**config.mk**
```make
export PLATFORM = sky130hd
export DESIGN_NAME = shift_sequencer
export DESIGN_NICKNAME = d
export VERILOG_FILES = /design/src/rtl/shift_sequencer_pkg.sv /design/src/rtl/shift_sequencer_shifter.sv /design/src/rtl/shift_sequencer.sv
export SDC_FILE = /design/constraint.sdc
export NUM_CORES = 1
export LEC_CHECK = 0
export ABC_AREA = 1
export CORE_MARGIN = 2
export CORE_UTILIZATION = 48
export DETAILED_ROUTE_END_ITERATION = 16
export PLACE_DENSITY_LB_ADDON = 0.15
export SYNTH_ARGS = -nofsm -noshare
export SYNTH_HDL_FRONTEND = slang
export SYNTH_HIERARCHICAL = 1
export SYNTH_SLANG_ARGS = --single-unit
```
**constraint.sdc**
```tcl
create_clock -name clk -period 1.8 [get_ports clk]
set_clock_uncertainty 0.05 [all_clocks]
set_input_delay 0.45 -clock clk [delete_from_list [all_inputs] [get_ports clk]]
set_output_delay 0.45 -clock clk [all_outputs]
set_load 0.01 [all_outputs]
```
**src/rtl/shift_sequencer_pkg.sv**
```systemverilog
// Shared constants and types for the iterative shift sequencer.
// State encodings are fixed values so older tools and dumps decode them unchanged.
package shift_sequencer_pkg;

  localparam int WIDTH = 8;
  localparam int CNT_W = 3;

  localparam logic [1:0] ST_IDLE  = 2'b00;
  localparam logic [1:0] ST_SHIFT = 2'b01;
  localparam logic [1:0] ST_DONE  = 2'b10;

  typedef struct packed {
    logic lr;
    logic la;
  } mode_t;

endpackage

```
**src/rtl/shift_sequencer_shifter.sv**
```systemverilog
// Single-position 8-bit shift stage: left (zero fill) or right (logical/arithmetic).
// Purely combinational; the sequencer steps it once per clock.
module shifter
  import shift_sequencer_pkg::*;
(
  input  logic [WIDTH-1:0] a,
  input  logic             lr,
  input  logic             la,
  output logic [WIDTH-1:0] y,
  output logic             c
);

  always_comb begin
    if (lr) begin
      y = {(la & a[WIDTH-1]), a[WIDTH-1:1]};
      c = a[0];
    end else begin
      y = {a[WIDTH-2:0], 1'b0};
      c = a[WIDTH-1];
    end
  end

endmodule

```
**src/rtl/shift_sequencer.sv**
```systemverilog
// Multi-bit shifter: runs the single-position stage once per clock for 0-7 places,
// with a START/BUSY/DONE handshake toward the datapath controller.
module shift_sequencer
  import shift_sequencer_pkg::*;
(
  input  logic             clk,
  input  logic             rst,
  input  logic             start,
  input  logic [WIDTH-1:0] a,
  input  logic [CNT_W-1:0] n,
  input  logic             lr,
  input  logic             la,
  output logic             busy,
  output logic             done,
  output logic [WIDTH-1:0] y,
  output logic             c
  ,output logic            z
);

  logic [1:0]       state;
  logic [WIDTH-1:0] r;
  logic [CNT_W-1:0] cnt;
  mode_t            mode;
  logic             c_reg;
  logic [WIDTH-1:0] sh_y;
  logic             sh_c;

  shifter u_shifter (
    .a  (r),
    .lr (mode.lr),
    .la (mode.la),
    .y  (sh_y),
    .c  (sh_c)
  );

  // START is only honoured in IDLE, so a request during SHIFT or DONE leaves the
  // operand, count and mode untouched.
  always_ff @(posedge clk or posedge rst) begin
    if (rst) begin
      state <= ST_IDLE;
      r     <= '0;
      cnt   <= '0;
      mode  <= '0;
      c_reg <= 1'b0;
    end else begin
      case (state)
        ST_IDLE: begin
          if (start) begin
            r     <= a;
            cnt   <= n;
            mode  <= '{lr: lr, la: la};
            c_reg <= 1'b0;
            state <= (n == '0) ? ST_DONE : ST_SHIFT;
          end
        end
        ST_SHIFT: begin
          r     <= sh_y;
          c_reg <= sh_c;
          cnt   <= cnt - 1'b1;
          if (cnt == CNT_W'(1)) begin
            state <= ST_DONE;
          end
        end
        ST_DONE: begin
          state <= ST_IDLE;
        end
        default: begin
          state <= ST_IDLE;
        end
      endcase
    end
  end

  assign busy = (state == ST_SHIFT) || (state == ST_DONE);
  assign done = (state == ST_DONE);
  assign y    = r;
  assign c    = c_reg;
  assign z    = (r == '0);

endmodule

```
# == Word level (Yosys, flattened, before mapping) ==
# Index checks and enable logic that the tools add are counted.
# classes
n_addsub,1
multipliers,0
div_mod_pow,0
order_cmp,0
eq_ne,5
n_shift,0
mux,12
bitwise,1
reduce_logical,8
# op_table
operator,n
8-bit 2-to-1 mux,2
8-bit one-hot mux with 2 select lines,1
8-bit zero test,1
2-bit 2-to-1 mux,3
3-bit one-hot mux with 2 select lines,1
2-bit AND reduction,3
2-bit != test (second input constant),2
2-bit one-hot mux with 2 select lines,1
3-bit by 1-bit == test with 1-bit output (second input constant),1
3-bit zero test,1
3-bit 2-to-1 mux,1
3-bit by 1-bit subtractor with 3-bit output (second input constant),1
2-bit by 1-bit == test with 1-bit output (second input constant),1
2-bit == test (second input constant),1
2-bit zero test,1
1-bit 2-to-1 mux,2
1-bit one-hot mux with 2 select lines,1
2-bit nonzero test,1
1-bit bitwise AND,1
1-bit logical OR,1
# word_totals
regBits,16
latch_bits,0
ramBits,0
rom_bits,0
in_bits,16
output_inout_bits,12
word_cells,33
mem_count,0

# == Depth between registers and ports, before layout ==
# Gate-level depths: netlist of run 1.
# depth
ltp_word,4
depth_mapped,9
ltp_nobuf,8

# == Hierarchy ==
# Netlist of run 1, hierarchy kept.
# modules_own_cells
module,instances,cells_per_inst,area_each_um2,seq_area_each_um2
shift_sequencer,1,132,978.4,400.4
shifter,1,28,113.9,0.0

# == Worst setup path before layout of run 1 ==
# OpenSTA, ideal clock, no wires.
# synth_timing
kind,register to register
startpoint,register state[0]
endpoint,register cnt[1]
setup_ns,0.118
arrival_time_ns,1.136
t_required_ns,1.632
path_slack_ns,0.496
path_stages_with_launch,9
n_path_buf,1
synth_period_minus_slack_ns,1.304
path_cell_list,dfrtp_1 > inv_1 > ha_1 > inv_1 > nand2_2 > nand2_4 > inv_4 > buf_6 > o21ai_2
# synth_between
elab_chain_len,3
word_cells_on_any_way,6
cone_classes,2 x eq/ne; 1 x mux; 3 x reduce/logical
# synth_rtl
element,line,rtl
from (decl),shift_sequencer.sv:20,logic [1:0] state;
from (signal assigned),shift_sequencer.sv:53,state <= (n == '0) ? ST_DONE : ST_SHIFT;
2-bit by 1-bit == test with 1-bit output or 2-bit zero test (tied branches),shift_sequencer.sv:46,case (state)
2-bit nonzero test (no line) or 2-bit != test (tied branches),--,
2-bit AND reduction (no line),--,
to (signal assigned),shift_sequencer.sv:50,cnt <= n;
to (signal assigned),shift_sequencer.sv:59,cnt <= cnt - 1'b1;
to (decl),shift_sequencer.sv:22,logic [CNT_W-1:0] cnt;
# Parallel ways exist; a longest one is shown, timed or not.
# A chain may end at the register's enable or synchronous reset.

# == Worst setup path after layout of run 1 ==
# layout_timing
startpoint,register state[0]
endpoint,output port busy
# layout_between
elab_chain_len,2
word_cells_on_any_way,3
cone_classes,2 x eq/ne; 1 x reduce/logical
# layout_rtl
element,line,rtl
2-bit by 1-bit == test with 1-bit output or 2-bit == test (tied branches),shift_sequencer.sv:74,assign busy = (state == ST_SHIFT) || (state == ST_DONE);
1-bit logical OR (*),shift_sequencer.sv:74,
to (decl),shift_sequencer.sv:13,"output logic busy,"
# Every way passes the cells marked *; elsewhere a longest branch is shown, timed or not.

==> results, run 1 <==
- The run finished with clean final reports.
- Of the available clock period, the critical path in the final layout requires 97.28%.
- The cell class contributing the biggest share of worst-path delay is flip-flops.
- The number of DRC violations after detailed routing is 0.
- The commonest non-fill, non-tap cell in the layout is sky130_fd_sc_hd__nand2_1.
- The remaining antenna violation count after routing is 0.
- The slowest cell on the critical path is sky130_fd_sc_hd__dfrtp_1.
- After detailed routing, the average wire length per cell comes to 11.09 um.
- Traced cell by cell, the critical path runs through inv_1, ha_1, dlygate4sd2_1.
- The critical setup path kind is reg2out.
- The number of hold violations in the final report is 0.
- The Yosys step of the flow raised 6 warnings.
- The final layout contains 221 nets.
- The critical path starts at state[0].
- The final max-slew violation count is 0.
- The average instance in the mapped netlist occupies 6.827 um2.
- TritonCTS built the clock tree.
- The tree is rooted in a sky130_fd_sc_hd__clkbuf_4.
- Setup repair after global routing left no endpoint under its margin.
- The transition time at the pin with the least slew margin is 0.3395 ns.
- The required time of the critical path is 1.30 ns.
- The worst setup path is captured at a primary output.
- Detailed placement finished with a half-perimeter wire length of 1891 um.
- Counting every sink on the clock net gives 16.
- Buffers placed on the I/O ports in this run total 27.
- The tightest min-delay check is of the in2async type.
- The area growth from synthesis to layout is 35.85%.
- The worst register-to-register path begins at state[0].
- In this design, the stage delay of the slowest critical-path cell is 0.36 ns.
- The floorplan has 17 rows.
- The length of the first detailed-routing pass in iterations is 4.
- Global routing used 20.92% of the available tracks.
- The via count of the first global-routing pass is 993.
- For the worst-skew pair, the clock arrives at the later sink with an insertion delay of 0.28 ns.
- Of the synthesized area, sequential elements account for 36.66%.
- Data on the critical path arrives at its endpoint at 1.25 ns.
- Summed over all failing endpoints, the final setup total negative slack is 0 ns.
- For this run, the number of standard cells in the final layout without fillers is 226.
- The count of endpoints failing setup in the final report is 0.
- The total overflow left after global routing is 0.
- The largest net degree at the start of global routing is 21.
- In this run the horizontal extent of the chip is 51.71 um.
- The worst pin sits at a relative slew slack of 77.37%.
- IR analysis of the VDD net gives a maximum drop of 0.0009664 V.
- The via count is 1,086.
- The number of H-tree levels is 1.
- The top fanout value on the critical path is 2.
- The first global-routing pass estimated 4209 um of wire.
- The instance count of the mapped netlist is 160.
- The worst-case clock buffer depth is 2.
- After clock tree synthesis, the flow added hold-fix buffers numbering 0.
- The number of max-cap violations is 0.
- In this run, placement finished with an instance count of 221.
- The region available for standard cell placement spans 2191 um2.
- Leaving out fill and tap cells, the most frequent cells in the layout are sky130_fd_sc_hd__nand2_1, sky130_fd_sc_hd__inv_1, sky130_fd_sc_hd__dfrtp_1, sky130_fd_sc_hd__clkdlybuf4s50_1, sky130_fd_sc_hd__buf_4.
- 0 antenna diodes ended up in the layout.
- The area of all sequential standard cells is 400.4 um2.
- The flip-flop count of the largest register, all copies and words added is 8.
- Derived from the worst setup path, the maximum achievable clock frequency is 571.1 MHz.
- The endpoint of the worst-slack reg-to-reg timing path is y[2].
- In the final layout, the share of cells above drive strength 1 is 17.17%.
- The die is 51.71 um tall.
- In this run, the number of DRC markers left after iteration 0 of detailed routing was 25.
- Timing analysis after detailed placement gives a worst setup slack of 0.07528 ns.
- The setup slack of the most critical reg-to-reg path is 0.24 ns.
- In this run the number of cells on the critical path is 3.
- Subtracting the final worst setup slack from the clock period gives 1.751 ns.
- The synthesized area is 1092 um2.
- The number of cells on the worst reg-to-reg path is 8.
- The distinct cell type count after synthesis is 16.
- In the final layout, the multi-input gates occupy 563.0 um2.
- In this run the power density over the cells is 1633 nW/um2.
- The number of antenna violations at the first check in global routing is 0.
- The synthesized flop and latch total is 16.
- For this block, the routed nets add up to 2506 um of wire.
- In this run the static leakage power is 0.8962 nW.
- The placer congestion estimate is 0.8102.
- Clock-pin slew was measured on the worst setup and hold paths at 0.10 ns.
- Across all setup checks in the final design, the least slack found is 0.04901 ns.
- 28 I/O pins were placed.
- The critical path capture point is busy.
- The critical path contains buffers and inverters numbering 2 combined.
- The post-synth net total is 181.
- The number of clock buffers inserted by TritonCTS is 3.
- The starting density of the core is 49.86%.
- After filler insertion, the fill cell instance count of the layout stands at 197.
- The element type at the critical path start is a register.
- The overall die area is 2673 um2.
- Dividing the detail-routed via count by the number of cells gives 4.805.
what timing repair did:
item	4_1_cts	5_1_grt
endpoints found under the setup margin	4	9
gates resized for setup	4	11
setup buffers	2	0
endpoints found under the hold margin	0	0
cells by family (layout without fill, tap and decap cells):
kind of cell	Yosys count	after routing	share of synthesized area (%)
buffers and inverters	27	65	11.80
AND/OR/NAND/NOR	98	98	35.97
AO/OA/AOI/OAI	14	14	9.851
adder cells (fa/ha/maj)	5	5	5.727
flip-flops	16	16	36.65
metal layers:
| metal | GRT usage, % | vias to the layer above | wire length [um] |
|---|---|---|---|
| met5 | 0 | - | 0 |
| met4 | 5.263 | 0 | 10 |
| met3 | 3.448 | 2 | 113 |
| met2 | 32.69 | 28 | 1162 |
| met1 | 30.15 | 494 | 1220 |
| li1 | - | 562 | - |
metrics by stage:
step	cell area [um2]	total power, mW	hold WS, ns	util, %
floorplan	1092	1.747	0.3137	-
global placement	1436	2.216	0.4084	65.56
detailed placement	1436	2.263	0.4138	65.56
CTS	1469	2.453	0.4184	67.05
global route	1484	2.662	0.4254	67.73
finish	1484	2.423	0.4134	67.73
cell type report:
type	count	area share, %
clock buffers	3	1.518
well taps	28	2.361
inverters	22	5.734
flip-flops and latches	16	26.98
repair buffers	40	25.46
multi-input cells	117	37.94
tightest hold or removal path: cells and delay by family:
kind,cells,cell delay [ns]
buffers and inverters,3,0.68
synthesized netlist by cell type (all sizes together):
library cell | instances | area (um2)
nand4 | 2 | 12.51
o21ai | 12 | 97.59
nand2 | 85 | 331.6
a21oi | 2 | 10.01
nand3 | 6 | 30.03
buf | 5 | 43.79
ha | 5 | 62.56
nor2 | 5 | 18.77
inv | 22 | 85.09
dfrtp | 16 | 400.4
power by group:
part           switching [mW]  internal [mW]
combinational           0.910          0.675
clock                   0.115         0.0776
sequential              0.115          0.529
worst min-delay path by stage:
stage	startpoint	end	slack (ns)	cells past startpoint
2_1_floorplan	rst	c	0.31	1
3_3_place_gp	c	c	0.41	2
3_5_place_dp	c	c	0.41	2
4_1_cts	rst	c	0.42	3
5_1_grt	rst	c	0.43	3
6_report	rst	c	0.41	3
Power figures use the tool's default switching activity.
==> run 2: changes to the inputs <==
--- a/config.mk
+++ b/config.mk
@@ -6,6 +6,7 @@
 export NUM_CORES = 1
 export LEC_CHECK = 0
 export ABC_AREA = 1
+export ABC_CLOCK_PERIOD_IN_PS = 1800
 export CORE_MARGIN = 2
 export CORE_UTILIZATION = 48
 export DETAILED_ROUTE_END_ITERATION = 16
==> results of run 2 <==
Same layout as run 1: the final DEF is identical, and so are final timing and power.
==> patch: new RTL, flow settings as in run 2 <==
`WIDTH`: 8 -> 10.
--- a/src/rtl/shift_sequencer_pkg.sv
+++ b/src/rtl/shift_sequencer_pkg.sv
@@ -2,7 +2,7 @@
 // State encodings are fixed values so older tools and dumps decode them unchanged.
 package shift_sequencer_pkg;
 
-  localparam int WIDTH = 8;
+  localparam int WIDTH = 10;
   localparam int CNT_W = 3;
 
   localparam logic [1:0] ST_IDLE  = 2'b00;
Ports: changed (resized a and y); port bits go from 28 to 32. No check against the original RTL was run, so the function may have changed too.
==> patch against run 2 <==
Power grew 15%; worst setup slack gained 0.067 ns; clock power grew 2%; sequential cell count grew 2; wire length grew 14%; area after synthesis grew 11%; worst hold slack gained 0.012 ns; final area grew 12%; largest cell class unchanged; highest routed layer unchanged.
==> patch: results (changes against run 2) <==
run status finished, final reports clean; final-stage net count 255 (+15%); estimated wirelength of the detail-placed design 2.14 mm (+13%); Clock Latency Late Sink 0.29 ns; crit path max fanout 2 (unchanged); tightest slew margin relative to the limit 71.5% (-5.9 points); data arrival time of the worst path 1.18 ns (-0.07 ns); launching point of the worst reg2reg path state[0]$_DFFE_PP0P_; largest net degree at the start of global routing 19 (-9.5%); number of flip-flops under the largest register name 10 (+2); fraction of met1 tracks used by global routing 30.0% (-0.18 points); GP Congestion 0.790 (-2.5%); post-synth cell types 15 (-1); endpoint of the lowest-slack register-to-register path y[1]$_DFFE_PP0P_; Post-Route WL 2.87 mm (+14%); Area contributors post-synth sky130_fd_sc_hd__dfrtp_1 (37%), sky130_fd_sc_hd__nand2_1 (32%), sky130_fd_sc_hd__o21ai_2 (5.8%); clock transition time at the flip-flop clock pins of the worst setup and hold paths 0.10 ns (about the same); fraction of the yosys area taken by sequential cells 37.0% (+0.38 points); count of port buffers added during placement 31 (+15%); worst reg-to-reg path cell count 9 (+1); total number of vias 1256 (+16%); fraction of synthesis flops using an asynchronous set or reset pin 100% (unchanged); global-route wire length before repair 4.68 mm (+11%); net count of the mapped netlist 206 (+14%); vias in the first global route 1100 (+11%); commonest cells in the netlist sky130_fd_sc_hd__nand2_1 (104), sky130_fd_sc_hd__dfrtp_1 (18), sky130_fd_sc_hd__inv_1 (16); iteration-0 DRC count of the detailed router 22 (-12%); stage delay of the slowest cell on the critical path 0.54 ns (+0.18 ns); Antenna diodes 0 (unchanged); Static Leak 0.000972 uW (+8.4%); final setup violating endpoints 0 (unchanged); flop2flop setup slack 0.23 ns; CP top delay family buffers and inverters; maximum vdd drop 0.00100 V (+3.8%); highest clock frequency the design can meet 0.594 GHz (+4.0%); met3 Usage GRT 3.55% (+0.10 points); net load switching power 1300 uW (+14%); number of fill cells 228 (+16%); number of antenna violations at the first check in global routing 0 (unchanged); maximum buffer depth of the clock tree 2 (unchanged); global-route usage over all layers 21.8% (+0.91 points); met2 usage 35.3% (+2.6 points); clock buffers created by TritonCTS 3 (unchanged); number of iterations in the first detailed-routing pass 4 (unchanged); classification of the worst-slack hold path primary input to async pin; H-tree lvl count 1 (unchanged); highest-delay cell along the critical path sky130_fd_sc_hd__clkdlybuf4s50_1; buffer type at the clock tree root sky130_fd_sc_hd__clkbuf_4; layout cell share with drive strength beyond 1 17.4% (+0.22 points)
[patch: cell count changes after synthesis, sizes merged]
cell | before | now
inv | 22 | 20
nand2 | 85 | 107
o21ai | 12 | 10
nor2 | 5 | 7
buf | 5 | 6
dfrtp | 16 | 18
[patch: kinds of logic (layout without fill, tap and decap cells)]
group	after synthesis	in the layout	share of synthesized area, %
compound gates	12	12	7.41
simple gates	122	122	39.7
fa+ha+maj	5	5	5.14
buf+inv	26	73	10.7
flops	18	18	37.0
[patch: layout make-up]
class                   instances  share of cell area [%]
clock buffers                   3                    1.35
inverters                      20                    4.50
repair buffers                 50                    26.7
multi-input cells             139                    38.1
flip-flops and latches         18                    27.0
well taps                      30                    2.25
[patch: routing by layer]
layer	share of wire, %	up-vias
li1	-	650
met1	45	566
met2	47	38
met3	7.1	2
met4	0.52	0
met5	0	-
[patch: worst max-delay path by stage]
stage / startpoint / end / cells after the start
global route: y[4]$_DFFE_PP0P_ / z / 5
detailed placement: state[0]$_DFFE_PP0P_ / busy / 3
global placement: y[0]$_DFFE_PP0P_ / z / 4
CTS: y[4]$_DFFE_PP0P_ / y[4] / 2
finish: c$_DFFE_PP0P_ / c / 1
floorplan: state[1]$_DFFE_PP0P_ / cnt[1]$_DFFE_PP0P_ / 10
[patch: timing repair]
item | CTS | global route
setup buffers | 1 | 2
endpoints found under the setup margin | 12 | 3
resized for setup | 13 | 6
hold endpoints to repair | 0 | 0
pin swaps | 0 | 0
[patch: power by group through the flow]
| stage | logic [uW] | clock network, uW | registers [uW] |
|---|---|---|---|
| finish | 1870 | 197 | 733 |
| global route | 2110 | 229 | 757 |
| CTS | 1860 | 210 | 730 |
| detailed placement | 1920 | 0 | 741 |
| global placement | 1880 | 0 | 730 |
| floorplan | 1140 | 0 | 804 |
[patch: metrics by stage]
stage                     instance area, um^2  cells  power (uW)  setup slack, ns  hold slack [ns]
after CTS                                1660    258        2800          0.00781            0.427
after global routing                     1670    260        3100           0.0307            0.435
after floorplan                          1220    183        1940            0.423            0.339
after detailed placement                 1640    254        2660           0.0687            0.416
after global placement                   1640    254        2610           0.0907            0.412
final                                    1670    260        2800            0.116            0.425
